==> config.mk <==
export PLATFORM = sky130hd
export DESIGN_NAME = bcd_counter_scan
export DESIGN_NICKNAME = d
export VERILOG_FILES = /design/src/rtl/bcd_counter_scan.sv
export SDC_FILE = /design/constraint.sdc
export NUM_CORES = 1
export LEC_CHECK = 0
export BUFFER_PORTS_ARGS = -buffer_cell sky130_fd_sc_hd__buf_2
export CELL_PAD_IN_SITES_DETAIL_PLACEMENT = 1
export CELL_PAD_IN_SITES_GLOBAL_PLACEMENT = 2
export CORE_ASPECT_RATIO = 0.5
export CORE_UTILIZATION = 29
export DETAILED_ROUTE_END_ITERATION = 8
export MAX_ROUTING_LAYER = met4
export PLACE_DENSITY_LB_ADDON = 0.1
export SKIP_CTS_REPAIR_TIMING = 1
export SLEW_MARGIN = 5
export SYNTH_ARGS = -nofsm -noshare
export SYNTH_HDL_FRONTEND = slang
export SYNTH_SLANG_ARGS = --single-unit
==> constraint.sdc <==
create_clock -name clk -period 2.11 [get_ports clk]
set_input_delay 0.1055 -clock clk [delete_from_list [all_inputs] [get_ports clk]]
set_output_delay 0.1055 -clock clk [all_outputs]
set_load 0.02 [all_outputs]
==> src/rtl/bcd_counter_scan.sv <==
// Multi-digit BCD up/down counter with a free-running digit scanner that
// presents one digit at a time (plus one-hot select) to a shared 7-seg decoder.

module bcd_digit_step (
    input  logic [3:0] d,
    input  logic       up,
    input  logic       cin,
    output logic [3:0] q,
    output logic       cout
);
    always_comb begin
        q    = d;
        cout = 1'b0;
        if (cin) begin
            if (up) begin
                if (d >= 4'd9) begin
                    q    = 4'd0;
                    cout = 1'b1;
                end else begin
                    q = d + 4'd1;
                end
            end else begin
                if (d == 4'd0) begin
                    q    = 4'd9;
                    cout = 1'b1;
                end else if (d > 4'd9) begin
                    q = 4'd9;
                end else begin
                    q = d - 4'd1;
                end
            end
        end
    end
endmodule

module bcd_counter_scan #(
    parameter int NDIG     = 4,
    parameter int SCAN_DIV = 16
) (
    input  logic              clk,
    input  logic              rst,
    input  logic              clr,
    input  logic              load,
    input  logic [4*NDIG-1:0] load_val,
    input  logic              en,
    input  logic              up,
    output logic [4*NDIG-1:0] count,
    output logic              wrap,
    output logic [3:0]        bcd_out,
    output logic [NDIG-1:0]   dig_sel,
    output logic [2:0]        dig_idx
);
    localparam int PW = (SCAN_DIV > 1) ? $clog2(SCAN_DIV) : 1;

    logic [NDIG-1:0][3:0] cnt_q, cnt_nxt, ld_val, ld_clamp;
    logic [NDIG:0]        carry;
    logic [PW-1:0]        presc;
    logic [2:0]           idx_nxt;

    assign ld_val   = load_val;
    assign count    = cnt_q;
    assign carry[0] = 1'b1;

    // Ripple carry/borrow chain; the last carry-out is the wrap condition.
    for (genvar i = 0; i < NDIG; i++) begin : g_dig
        bcd_digit_step u_step (
            .d    (cnt_q[i]),
            .up   (up),
            .cin  (carry[i]),
            .q    (cnt_nxt[i]),
            .cout (carry[i+1])
        );
        assign ld_clamp[i] = (ld_val[i] > 4'd9) ? 4'd9 : ld_val[i];
    end

    always_ff @(posedge clk or posedge rst) begin
        if (rst) begin
            cnt_q <= '0;
            wrap  <= 1'b0;
        end else if (clr) begin
            cnt_q <= '0;
            wrap  <= 1'b0;
        end else if (load) begin
            cnt_q <= ld_clamp;
            wrap  <= 1'b0;
        end else if (en) begin
            cnt_q <= cnt_nxt;
            wrap  <= carry[NDIG];
        end else begin
            wrap  <= 1'b0;
        end
    end

    assign idx_nxt = (dig_idx >= 3'(NDIG - 1)) ? 3'd0 : dig_idx + 3'd1;

    // Index and select advance on the same edge so they never disagree.
    always_ff @(posedge clk or posedge rst) begin
        if (rst) begin
            presc   <= '0;
            dig_idx <= 3'd0;
            dig_sel <= NDIG'(1);
        end else if (presc == PW'(SCAN_DIV - 1)) begin
            presc   <= '0;
            dig_idx <= idx_nxt;
            dig_sel <= NDIG'(1) << idx_nxt;
        end else begin
            presc   <= presc + PW'(1);
        end
    end

    always_comb begin
        bcd_out = 4'd0;
        for (int i = 0; i < NDIG; i++)
            if (dig_idx == 3'(i)) bcd_out = cnt_q[i];
    end
endmodule
==> results.yml <==
run_status:
  status: "complete, no violations"
clock_network:
  clock_sinks: 28
  cts_tree: "done"
  clk_pin_slew_ns: 0.08
  insertion_delay_ns: 0.28
  root_buffer: "clkbuf_16"
  htree_levels: 1
  cts_buffer_depth: 2
  cts_made_buffers: 3
worst_setup_path:
  cp_slowest_cell: "or4_4"
  cp_data_arrival_time_ns: 2.26
  cp_max_fo: 5
  crit_buf_inv: 1
  worstSetupStartpointType: "flip-flop"
  cp-end-kind: "flip-flop"
  crit_chain: "inv_4, ha_4, or3b_4, nand2_2, a21oi_1, or4_4, a221oi_2"
  ff2ff_setup_slack_ns: 0.04
  critPathRequiredTime_ns: 2.31
  critPathTopFamily: "simple AND/OR/NAND/NOR gates"
  slowest_delay_ns: 0.54
  criticalPathCategory: "reg -> reg"
run:
  maxCapViolations: 0
die:
  die_area_mm2: 0.009040
  die_w_um: 133.5
  core_mm2: 0.008173
  io_pins: 50
  rows: 23
  die-height_um: 67.74
  initial_utilization_pct: 30.66
place:
  hpwl_um: 6605
  placement.setup.worst_slack_ns: -0.02903
  port_buffers: 49
  gp_congestion: 0.8258
pwr:
  combPwrFrac_pct: 35.6
  power_density_mw_per_mm2: 575.9
  peakVddDrop_v: 0.0002443
  p_int_mw: 1.234
  finalPower_mw: 1.884
  leakage_nw: 1.468
  sequentialPowerShare_pct: 32.1
  switching_share_pct: 34.52
  p_clk_share_pct: 32.3
  power_switching_uw: 650.5
grt:
  overflow: 0
  grt_pass1_vias: 2613
  antenna_found_initial: 0
  grtUsageTotal_pct: 20.50
  grt_max_degree: 29
  grt_pass1_wl_um: 13860
drt:
  drt-total-wl_um: 8728
  firstDrtPassIters: 4
  vias: 2622
  drt_first_iter_violations: 101
  vias_per_cell: 5.351
  ant_nets: 0
  wl_per_cell_um: 17.81
  route.detailed.drc: 0
synthesis:
  ys_seq_area_share_pct: 28.01
  netlist_instances: 309
  ys_types: 60
  yosysWarnings: 0
  syn_nets: 351
  synth-edff-count: 0
  synth-seq-cells: 28
  postSynthAreaPerCell_um2: 8.111
  synth_ff_type: "dfrtp_1"
  synth_area_mm2: 0.002506
  synthArstFlopShare_pct: 100.0
finish:
  antennaDiodeCount: 0
  layout-drive-gt1-share_pct: 33.07
  area_growth_pct: 30.55
  nets: 421
sta:
  hold_viol_final: 0
  fin_skew_ns: 0.006825
  setup_violations: 0
  setup_slack_ns: 0.04405
  slew_violations: 0
  hold_ws_ns: 0.05666
  slew_headroom_pct: 64.03
  fin_crit_ns: 2.066
  finalCritPeriodShare_pct: 97.91
  tightest_slew_ns: 0.5339
  fmax_mhz: 484.0
hold_path:
  hold_class: "in -> reg"
[power groups by stage]
| stage | combinational (mW) | clock [mW] | sequential (mW) |
|---|---|---|---|
| 2_1_floorplan | 0.360 | 0 | 0.643 |
| 3_3_place_gp | 0.617 | 0 | 0.613 |
| 3_5_place_dp | 0.633 | 0 | 0.614 |
| 4_1_cts | 0.637 | 0.614 | 0.603 |
| 5_1_grt | 0.735 | 0.632 | 0.610 |
| 6_report | 0.671 | 0.609 | 0.604 |
[cell usage after synthesis, types with 2 or more instances]
cell	instances	area [µm²]
nand2_1	29	108.9
inv_1	28	105.1
dfrtp_1	27	675.7
o21ai_0	26	130.1
a21oi_1	20	100.1
ha_1	20	250.2
nor2_1	18	67.56
clkbuf_1	15	56.30
nand3_1	7	35.03
o31ai_1	7	52.55
a22o_1	6	52.55
a31oi_1	6	37.54
nor3_1	6	30.03
a211oi_1	5	37.54
a311oi_1	5	43.79
nand2b_1	5	31.28
mux2i_1	4	40.04
nand3b_1	4	30.03
nor2b_1	4	25.02
nor3b_1	4	30.03
o211ai_1	4	30.03
a211o_1	3	26.28
a221oi_1	3	26.28
buf_6	3	33.78
nand4_1	3	18.77
o22ai_1	3	18.77
o311ai_0	3	26.28
a2111oi_0	2	17.52
and2_1	2	12.51
buf_4	2	15.01
nor4_1	2	12.51
nor4b_1	2	17.52
o21bai_1	2	15.01
o32a_1	2	20.02
or3b_2	2	17.52
[logic make-up after synthesis]
| logic type | Yosys count | synth area share, % |
|---|---|---|
| buffers and inverters | 48 | 8.387 |
| adders and majority gates | 20 | 9.985 |
| xor gates and xnor gates | 1 | 0.3495 |
| DFF | 28 | 28.01 |
| muxes | 5 | 2.047 |
| and+or+nand+nor | 97 | 20.42 |
| AOI/OAI and AO/OA | 110 | 30.81 |
[metrics by stage]
stage / cell area [µm²] / util (%) / instances / setup TNS (ns)
floorplan: 2549 / - / 309 / -0.01077
global placement: 3062 / 37.46 / 481 / 0
detailed placement: 3062 / 37.46 / 481 / -0.02903
CTS: 3167 / 38.75 / 485 / -0.08790
global route: 3272 / 40.03 / 490 / -0.03595
finish: 3272 / 40.03 / 490 / 0
[registers in the layout, summed over array words and instances (netlist names)]
| register | flops |
|---|---|
| wrap | 1 |
| dig_idx | 3 |
| presc | 4 |
| count | 16 |
| dig_sel | 4 |
[tightest hold or removal path, cell delays in order]
cell	delay [ns]
buf_2	0.09
nand2_1	0.05
nand3_1	0.07
[cell type report]
type                       count  area (µm²)
multi-input combinational    233        1688
inverter                      28       110.1
fill                        1000        4901
clock buffer                   3       75.07
clock inverter                 1       30.03
tap                          112       140.1
timing repair buffer          85       518.0
sequential                    28       710.7
[layout by cell type, fill, tap and decap left out, types with 3 or more instances in the layout]
cell	Yosys	final
buf_2	0	49
a221oi_1	3	3
inv_1	28	22
dfrtp_2	0	7
buf_4	2	35
ha_2	0	5
a22o_1	6	6
a311oi_1	5	5
nand2_1	29	28
a211oi_1	5	4
nor2b_1	4	3
o211ai_1	4	4
nand2b_1	5	5
clkbuf_16	0	3
a211o_1	3	3
nor3b_1	4	4
a31oi_1	6	5
nand4_1	3	3
o31ai_1	7	7
mux2i_1	4	4
dfrtp_1	27	20
inv_2	0	4
nor2_1	18	17
nand3_1	7	7
o21ai_0	26	26
nand3b_1	4	4
nor3_1	6	6
o311ai_0	3	3
a21oi_1	20	20
ha_1	20	13
o22ai_1	3	3
[final timing paths]
kind	startpoint	to	cells past startpoint
hold reg to reg	dig_sel[1]$_DFFE_PP0N_	dig_sel[1]$_DFFE_PP0N_	2
setup / recovery	count[8]$_DFFE_PP0P_	count[11]$_DFFE_PP0P_	7
setup reg to reg	count[8]$_DFFE_PP0P_	count[11]$_DFFE_PP0P_	7
max in group asynchronous	rst	dig_sel[0]$_DFFE_PP1N_	4
hold / removal	load_val[10]	count[10]$_DFFE_PP0P_	3
min in group asynchronous	rst	count[12]$_DFFE_PP0P_	4
[per-layer routing]
layer,global-route usage (%),vias to the layer above,part of all wire (%)
met4,3.125,0,0.15
met3,3.679,2,3.2
li1,-,1283,-
met5,-,-,0
met1,26.57,1302,50
met2,34.31,35,47
Power figures use the tool's default switching activity.
